===== src/rtl/mem_port_arbiter_pkg.sv =====
// Shared types and constants for the fetch/data memory port arbiter.
// Holds FSM states, dm_size codes, byte-enable patterns, MAX_WAIT default.
package mem_port_arbiter_pkg;

  typedef enum logic [1:0] {
    ST_IDLE    = 2'd0,
    ST_IF_BUSY = 2'd1,
    ST_DM_BUSY = 2'd2
  } state_e;

  localparam logic [1:0] SZ_BYTE  = 2'b00;
  localparam logic [1:0] SZ_HALF  = 2'b01;
  localparam logic [1:0] SZ_WORD  = 2'b10;
  localparam logic [1:0] SZ_WORD2 = 2'b11;

  // Bit 3 is byte 0 (big-endian lane order).
  localparam logic [3:0] BE_NONE    = 4'b0000;
  localparam logic [3:0] BE_BYTE0   = 4'b1000;
  localparam logic [3:0] BE_HALF_HI = 4'b1100;
  localparam logic [3:0] BE_HALF_LO = 4'b0011;
  localparam logic [3:0] BE_WORD    = 4'b1111;

  localparam int MAX_WAIT_DEF = 16;

endpackage


===== src/rtl/mem_lane_align.sv =====
// Data-port lane alignment: byte enables, write-data replication, misalign.
// Ports: size/addr_lo/wdata in; be, wdata_rep, misalign out (combinational).
module mem_lane_align
  import mem_port_arbiter_pkg::*;
(
  input  logic [1:0]  size,
  input  logic [1:0]  addr_lo,
  input  logic [31:0] wdata,
  output logic [3:0]  be,
  output logic [31:0] wdata_rep,
  output logic        misalign
);

  always_comb begin
    be        = BE_WORD;
    wdata_rep = wdata;
    misalign  = 1'b0;
    unique case (size)
      SZ_BYTE: begin
        be        = BE_BYTE0 >> addr_lo;
        wdata_rep = {4{wdata[7:0]}};
      end
      SZ_HALF: begin
        be        = addr_lo[1] ? BE_HALF_LO : BE_HALF_HI;
        wdata_rep = {2{wdata[15:0]}};
        misalign  = addr_lo[0];
      end
      default: begin
        misalign  = (addr_lo != 2'b00);
      end
    endcase
  end

endmodule


===== src/rtl/mem_port_arbiter.sv =====
// Arbitrates IF and MEM-stage requests onto one shared memory port.
// Ports: clk/reset, if_* fetch port, dm_* data port, mem_* memory, stalls.
module mem_port_arbiter
  import mem_port_arbiter_pkg::*;
#(
  parameter int MAX_WAIT = MAX_WAIT_DEF
) (
  input  logic        clk,
  input  logic        reset,
  input  logic        if_req,
  input  logic [31:0] if_addr,
  output logic [31:0] if_rdata,
  output logic        if_ready,
  output logic        if_err,
  input  logic        dm_req,
  input  logic        dm_we,
  input  logic [1:0]  dm_size,
  input  logic [31:0] dm_addr,
  input  logic [31:0] dm_wdata,
  output logic [31:0] dm_rdata,
  output logic        dm_ready,
  output logic        dm_err,
  output logic        mem_req,
  output logic        mem_we,
  output logic [31:0] mem_addr,
  output logic [31:0] mem_wdata,
  output logic [3:0]  mem_be,
  input  logic        mem_ack,
  input  logic [31:0] mem_rdata,
  output logic        stall_if,
  output logic        stall_mem
);

  localparam int CW = $clog2(MAX_WAIT + 1);

  state_e        state_q, state_d;
  logic [CW-1:0] wait_q, wait_d;
  logic          if_lost_q, if_lost_d;
  logic          we_q, we_d;
  logic [3:0]    be_q, be_d;
  logic [31:0]   addr_q, addr_d;
  logic [31:0]   wdata_q, wdata_d;
  logic [31:0]   if_rdata_q, if_rdata_d;
  logic [31:0]   dm_rdata_q, dm_rdata_d;

  logic [3:0]    dm_be;
  logic [31:0]   dm_wrep;
  logic          dm_mis;

  logic is_if, is_dm, busy, arb;
  logic timeout, done, dm_win, if_win, dm_bad;
  logic unused_addr_lo;

  mem_lane_align u_align (
    .size      (dm_size),
    .addr_lo   (dm_addr[1:0]),
    .wdata     (dm_wdata),
    .be        (dm_be),
    .wdata_rep (dm_wrep),
    .misalign  (dm_mis)
  );

  assign unused_addr_lo = ^if_addr[1:0];

  assign is_if   = (state_q == ST_IF_BUSY);
  assign is_dm   = (state_q == ST_DM_BUSY);
  assign busy    = is_if | is_dm;
  assign timeout = busy & (wait_q == CW'(MAX_WAIT));
  assign done    = busy & ~timeout & mem_ack;

  // No arbitration while reset is held, so nothing pulses during reset.
  assign arb    = (state_q == ST_IDLE) & ~reset;
  assign dm_win = arb & dm_req & (~if_req | ~if_lost_q);
  assign if_win = arb & if_req & ~dm_win;
  assign dm_bad = dm_win & dm_mis;

  always_ff @(posedge clk or posedge reset) begin
    if (reset) state_q <= ST_IDLE;
    else       state_q <= state_d;
  end

  always_comb begin
    state_d = state_q;
    unique case (state_q)
      ST_IDLE: begin
        if (dm_win & ~dm_mis) state_d = ST_DM_BUSY;
        else if (if_win)      state_d = ST_IF_BUSY;
      end
      ST_IF_BUSY, ST_DM_BUSY: begin
        if (timeout | mem_ack) state_d = ST_IDLE;
      end
      default: state_d = ST_IDLE;
    endcase
  end

  always_comb begin
    wait_d     = wait_q;
    if_lost_d  = if_lost_q;
    we_d       = we_q;
    be_d       = be_q;
    addr_d     = addr_q;
    wdata_d    = wdata_q;
    if_rdata_d = if_rdata_q;
    dm_rdata_d = dm_rdata_q;

    if (!busy || timeout || mem_ack) wait_d = '0;
    else                             wait_d = wait_q + 1'b1;

    if (if_win)               if_lost_d = 1'b0;
    else if (dm_win & if_req) if_lost_d = 1'b1;

    if (if_win) begin
      addr_d  = {if_addr[31:2], 2'b00};
      wdata_d = '0;
      be_d    = BE_WORD;
      we_d    = 1'b0;
    end else if (dm_win) begin
      addr_d  = {dm_addr[31:2], 2'b00};
      wdata_d = dm_wrep;
      be_d    = dm_be;
      we_d    = dm_we;
    end

    if (is_if & done)    if_rdata_d = mem_rdata;
    if (is_if & timeout) if_rdata_d = '0;
    if (is_dm & done)    dm_rdata_d = mem_rdata;
    if (is_dm & timeout) dm_rdata_d = '0;
  end

  always_ff @(posedge clk or posedge reset) begin
    if (reset) begin
      wait_q     <= '0;
      if_lost_q  <= 1'b0;
      we_q       <= 1'b0;
      be_q       <= BE_NONE;
      addr_q     <= '0;
      wdata_q    <= '0;
      if_rdata_q <= '0;
      dm_rdata_q <= '0;
    end else begin
      wait_q     <= wait_d;
      if_lost_q  <= if_lost_d;
      we_q       <= we_d;
      be_q       <= be_d;
      addr_q     <= addr_d;
      wdata_q    <= wdata_d;
      if_rdata_q <= if_rdata_d;
      dm_rdata_q <= dm_rdata_d;
    end
  end

  // Completion-cycle rdata bypasses the register; timeout shows zero.
  always_comb begin
    mem_req   = busy & ~timeout;
    mem_we    = mem_req & we_q;
    mem_be    = mem_req ? be_q : BE_NONE;
    mem_addr  = addr_q;
    mem_wdata = wdata_q;
    if_ready  = is_if & (done | timeout);
    if_err    = is_if & timeout;
    dm_ready  = (is_dm & (done | timeout)) | dm_bad;
    dm_err    = (is_dm & timeout) | dm_bad;
    if_rdata  = if_ready ? if_rdata_d : if_rdata_q;
    dm_rdata  = (is_dm & (done | timeout)) ? dm_rdata_d : dm_rdata_q;
    stall_if  = if_req & ~if_ready;
    stall_mem = dm_req & ~dm_ready;
  end

endmodule


===== config.mk =====
export PLATFORM = sky130hd
export DESIGN_NAME = mem_port_arbiter
export DESIGN_NICKNAME = d
export VERILOG_FILES = /design/src/rtl/mem_port_arbiter_pkg.sv /design/src/rtl/mem_lane_align.sv /design/src/rtl/mem_port_arbiter.sv
export SDC_FILE = /design/constraint.sdc
export NUM_CORES = 1
export LEC_CHECK = 0
export CAP_MARGIN = 20
export CORE_ASPECT_RATIO = 0.9
export CORE_MARGIN = 5
export CORE_UTILIZATION = 44
export CTS_BUF_LIST = sky130_fd_sc_hd__clkbuf_4
export DETAILED_ROUTE_END_ITERATION = 8
export MAX_ROUTING_LAYER = met4
export PLACE_DENSITY = 0.88
export SLEW_MARGIN = 40
export SYNTH_ARGS = -nofsm -noshare
export SYNTH_HDL_FRONTEND = slang
export SYNTH_SLANG_ARGS = --single-unit
export TNS_END_PERCENT = 100

===== constraint.sdc =====
create_clock -name clk -period 4.9 [get_ports clk]
set_clock_uncertainty 0.15 [all_clocks]
set_input_delay 0.735 -clock clk [delete_from_list [all_inputs] [get_ports clk]]
set_output_delay 0.735 -clock clk [all_outputs]
set_load 0.05 [all_outputs]

* Word level (Yosys, flattened, before mapping)
Cells that the tools add are included.
** Word-level totals
- Output and inout port bits :: 140
- Logic and storage cells :: 87
- Register bits after elaboration :: 141
** Operators by class
- Mux-type cells :: 26
- Equal/unequal tests :: 6
- Bitwise gates (word level) :: 34
- Shift-type cells :: 1
- $add $sub $neg :: 1
- Reductions and logical operators :: 10
** Operators with widths (number)
- $mux 32 :: 10
- $pmux 32 s2 :: 1
- $and 1x1->1 :: 20
- $mux 4 :: 4
- $not 1->1 :: 8
- $pmux 4 s2 :: 1
- $mux 2 :: 3
- $or 1x1->1 :: 6
- $reduce_bool 2->1 :: 3
- $add 5x1->5 const B :: 1
- $eq 5x5->1 const B :: 1
- $mux 5 :: 1
- $eq 2x1->1 const B :: 2
- $logic_not 2->1 :: 2
- $mux 1 :: 4
- $pmux 2 s2 :: 1
- $shr 4x2->4 const A :: 1
- $ne 3x2->1 const B :: 1
- $eq 2x2->1 const B :: 1
- $logic_or 1x1->1 :: 2
- $ne 2x2->1 const B :: 1
- $pmux 1 s2 :: 1
- $reduce_and 2->1 :: 1
- $reduce_or 2->1 :: 1
- $logic_not 1->1 :: 1

* Longest topological paths before layout
- Word-level depth :: 11
- Gate-level depth with buffers :: 8
- Mapped depth without buffers :: 6

* Cells and area by module
A second synthesis with hierarchy kept.
** Unflattened totals
- Cells, all modules :: 578
- Area, all modules :: 6794.0 µm²
** By module, submodules not included
- mem_port_arbiter :: cells an instance 515, area an instance 6271.0 µm², instances 1
- mem_lane_align :: cells an instance 63, area an instance 523.0 µm², instances 1

* Worst setup path before layout
Ideal clock, no wire load.
- Path kind :: register to output
- Start point :: register state_q[0]
- End point :: output dm_err
- Data arrival time :: 1.982 ns
- Cell stages (with the launch flop) :: 5
- Path buffers :: 0
- Setup slack :: 2.033 ns
- Required time :: 4.015 ns
- Cells stage by stage :: dfrtp_1 inv_1 ha_1 nand2_1 o21ai_0
** Between the ends
- Longest elaborated chain between the ends :: 6
- Elaborated cells on any way between the ends :: 11
** RTL lines
- start, declared :: line mem_port_arbiter.sv:36 : state_e state_q, state_d;
- start signal, assigned :: line mem_port_arbiter.sv:79 : else state_q <= state_d;
- $logic_not 2->1 :: line mem_port_arbiter.sv:72 : assign arb = (state_q == ST_IDLE) & ~reset;
- $and 1x1->1 :: line mem_port_arbiter.sv:72
- $and 1x1->1 (2 in a row) :: line mem_port_arbiter.sv:73 : assign dm_win = arb & dm_req & (~if_req | ~if_lost_q);
- $and 1x1->1 :: line mem_port_arbiter.sv:75 : assign dm_bad = dm_win & dm_mis;
- $or 1x1->1 (*) :: line mem_port_arbiter.sv:162 : dm_err = (is_dm & timeout) | dm_bad;
- end, declared :: line mem_port_arbiter.sv:22 : output logic dm_err,
Every way passes the cells marked *; elsewhere a longest branch is shown, timed or not.

* Worst setup path after layout
- Start point :: register state_q[0]
- End point :: output if_rdata[28]
** Between the ends
- Longest elaborated chain between the ends :: 10
- Elaborated cells on any way between the ends :: 14
** RTL lines
- $eq 2x1->1 or $eq 2x2->1 (tied branches) :: line mem_port_arbiter.sv:65, mem_port_arbiter.sv:66
- $or 1x1->1 :: line mem_port_arbiter.sv:67 : assign busy = is_if | is_dm;
- $and 1x1->1 :: line mem_port_arbiter.sv:68 : assign timeout = busy & (wait_q == CW'(MAX_WAIT));
- $not 1->1 :: line mem_port_arbiter.sv:69 : assign done = busy & ~timeout & mem_ack;
- $and 1x1->1 (2 in a row) :: line mem_port_arbiter.sv:69
- $and 1x1->1 :: line mem_port_arbiter.sv:124 : if (is_if & done) if_rdata_d = mem_rdata;
- $mux 32 :: line mem_port_arbiter.sv:124
- $mux 32 :: line mem_port_arbiter.sv:125 : if (is_if & timeout) if_rdata_d = '0;
- $mux 32 (*) :: line mem_port_arbiter.sv:163 : if_rdata = if_ready ? if_rdata_d : if_rdata_q;
- end, declared :: line mem_port_arbiter.sv:12 : output logic [31:0] if_rdata,
Marks and branches as above.

==> results.sh <==
export IMPL_status="complete, no violations"
export IMPL_drv_slew=0
export IMPL_setup_worst_path_end_class="primary output"
export IMPL_fin_crit_ps=4280
export IMPL_placed_area_um2=9390
export IMPL_ys_seq_elements=139
export IMPL_rrSetupSlack_ps=2510
export IMPL_antenna_found_initial=3
export IMPL_internal_power_mw=3.66
export IMPL_ys_seq_area_frac=0.527
export IMPL_critical_path_class="flop to primary output"
export IMPL_dr_first_iter_drc_count=526
export IMPL_use_met2=0.364
export IMPL_synth_edf_count=0
export IMPL_grt_pass1_vias=5814
export IMPL_cp_data_required_time_ps=4010
export IMPL_grt_max_degree=89
export IMPL_hp_start="mem_wdata[23]$_DFFE_PP0P_"
export IMPL_grt_pass1_wl_um=31400
export IMPL_grt_total_usage=0.232
export IMPL_drive_above_1_share=0.0759
export IMPL_die_width_um=139
export IMPL_seqPwrFrac=0.262
export IMPL_totalWireLength_um=20400
export IMPL_max_freq_mhz=234
export IMPL_path_cells="inv_1 > ha_1 > nand2_1 > nor2_4 > buf_4 > a32o_1 > clkdlybuf4s50_1"
export IMPL_setup_violations_final=0
export IMPL_synth_area_um2=6600
export IMPL_yosys_top_cells_area="dfrtp_1 (53%), a32o_1 (19%), a222oi_1 (4.6%), o21ai_0 (3.0%), inv_1 (2.2%)"
export IMPL_final_cell_mix="clkdlybuf4s50_1 (270), dfrtp_1 (139), a32o_1 (128), o21ai_0 (39), inv_1 (37)"
export IMPL_yosys_warnings=0
export IMPL_synth_cells=564
export IMPL_maxCapViolCount=0
export IMPL_synth_flop_cell="dfrtp_1"
export IMPL_clockBufferDepth=2
export IMPL_min_to="mem_wdata[23]$_DFFE_PP0P_"
export IMPL_nets=947
export IMPL_maxSlewHeadroom=0.555
export IMPL_worst_pin_slew_ps=667
export IMPL_r2r_end="mem_wdata[13]$_DFFE_PP0P_"
export IMPL_synth_area_leader_cell="dfrtp_1"
export IMPL_drtPass1Iterations=8
export IMPL_die_h_um=126
export IMPL_initial_core_util=0.448
export IMPL_holdBufCountCts=0
export IMPL_io_pins=276
export IMPL_reg2reg_from="state_q[0]$_DFFE_PP0P_"
export IMPL_p_clk_frac=0.096
export IMPL_rr_worst_depth=7
export IMPL_switching_power_mw=3.74
export IMPL_path_max_fanout=64
export IMPL_met3_usage=0.0792
export IMPL_layout_cells_non_filler=1018
export IMPL_p_comb_frac=0.641
export IMPL_crit_family="buffers and inverters"
export IMPL_power_switching_share=0.505
export IMPL_cp_buffers_inverters=3
export IMPL_cts_buffers=17
export IMPL_clk_latency_ps=550
export IMPL_post_dp_hpwl_um=14300
export IMPL_crit_arrival_ps=3390
export IMPL_grt_remaining_overflow=0
export IMPL_critical_path_max_stage_delay_ps=840
export IMPL_ir_worst_vdd_v=0.000641
export IMPL_n_fill_cell=1123
export IMPL_finalWeightedCongestion=0.844
export IMPL_numClockSinks=139
export IMPL_area_growth_pct=46.3
export IMPL_htree_levels=4
export IMPL_start_kind="flop"
export IMPL_fin_util=0.656
export IMPL_num_rows=42
export IMPL_port_buffers=271
export IMPL_avgViaCountPerCell=5.94
export IMPL_power_density_nw_per_um2=767
export IMPL_layout_commonest_cell="clkdlybuf4s50_1"
export IMPL_p_leak_nw=4.05
export IMPL_dp_cells=985
export IMPL_final_area_um2=9660
export IMPL_clk_pin_slew_worst_paths_ps=110
export IMPL_grt_busiest_layer="met2"
export IMPL_post_cts_buffers=0
export IMPL_cts_tree="built"
export IMPL_synth_top_area_share=0.527
export IMPL_rsz0062_at_grt="false"
export IMPL_period_share=0.873
export IMPL_met1_usage=0.286
export IMPL_core_um2=14700
export IMPL_dieArea_um2=17500
export IMPL_async_flop_share=1.00
export IMPL_min_path_cells=2
export IMPL_cts_root_buf="clkbuf_4"
export IMPL_drt_wirelength_per_cell_um=20.1
export IMPL_slowest_stage="clkdlybuf4s50_1"
export IMPL_hp_class="flop to flop"
export IMPL_vias=6048
export IMPL_drc=0
export IMPL_finalSetupTns_ps=0
export IMPL_finalPower_mw=7.40
export IMPL_cts_resized=0
export IMPL_synth_cell_types=34
export IMPL_syn_area_per_cell_um2=11.7
export IMPL_ant_nets=0
export IMPL_hold_viol_final=0
how the worst max path moves through the flow:
stage                                 startpoint             endpoint  slack [ps]  depth (start not counted)
after floorplan                            reset  be_q[0]$_DFFE_PP0P_         290                          1
after global routing      state_q[0]$_DFFE_PP0P_          dm_rdata[2]         410                          7
after CTS                 state_q[1]$_DFFE_PP0P_         dm_rdata[21]         580                          7
after detailed placement                 mem_ack         if_rdata[19]        1160                          5
after global placement                   mem_ack          if_rdata[1]        1180                          5
final                     state_q[0]$_DFFE_PP0P_         if_rdata[28]         620                          7
state kept, by name, summed over array words and instances, names as in the netlist:
| register | cells |
|---|---|
| dm_rdata_q | 32 |
| if_rdata_q | 32 |
| mem_wdata | 32 |
| mem_addr | 30 |
| wait_q | 5 |
| be_q | 4 |
| state_q | 2 |
| if_lost_q | 1 |
| we_q | 1 |
worst min-delay path: stages (launching register included):
cell     delay [ps]
dfrtp_1         350
nand2_1          40
o21ai_0          60
area by class of cell:
class	instances	area (µm²)	area share
diodes	3	7.51	0.000778
clock buffers	17	128	0.0132
flip-flops and latches	139	3480	0.360
well taps	198	248	0.0257
repair buffers	285	2850	0.295
inverters	38	150	0.0156
clock inverters	13	128	0.0132
multi-input cells	325	2670	0.276
kinds of logic (layout without fill, tap and decap cells):
family                   after synthesis  count (layout)  synth area share
adder cells (fa/ha/maj)                5               5           0.00948
multiplexers                          17              17            0.0275
buffers and inverters                101             353            0.0730
AO/OA/AOI/OAI                        219             219             0.296
AND/OR/NAND/NOR                       79              79            0.0628
flip-flops                           139             139             0.527
other                                  1               5          0.000568
XOR/XNOR                               3               3           0.00398
power by group through the flow:
stage | sequential, mW | combinational [mW] | clock (mW)
floorplan | 2.76 | 2.37 | 0
global placement | 1.93 | 4.69 | 0
detailed placement | 1.96 | 4.76 | 0
CTS | 1.94 | 4.77 | 0.743
global route | 2.00 | 4.95 | 0.794
finish | 1.94 | 4.75 | 0.714
stage by stage:
step                      hold WS [ps]  setup WS (ps)
after global routing               363            406
final                              341            623
after floorplan                    304            290
after detailed placement           323           1160
after global placement             312           1180
after CTS                          348            582
metal layers:
layer	wire, µm	vias up
met2	9920	296
met1	8330	2996
li1	-	2727
met3	1780	29
met4	413	0
met5	0	-
Yosys cell counts (all sizes together) (2+ instances only):
cell type,number
a21oi,6
a222oi,30
a22o,10
a32o,128
and2,2
and3,8
buf,38
clkbuf,25
dfrtp,139
ha,5
inv,38
mux2,9
mux2i,8
nand2,31
nand3,3
nor2,13
nor2b,19
o21ai,40
o21bai,3
xor2,2
(Power assumes the default switching activity.)
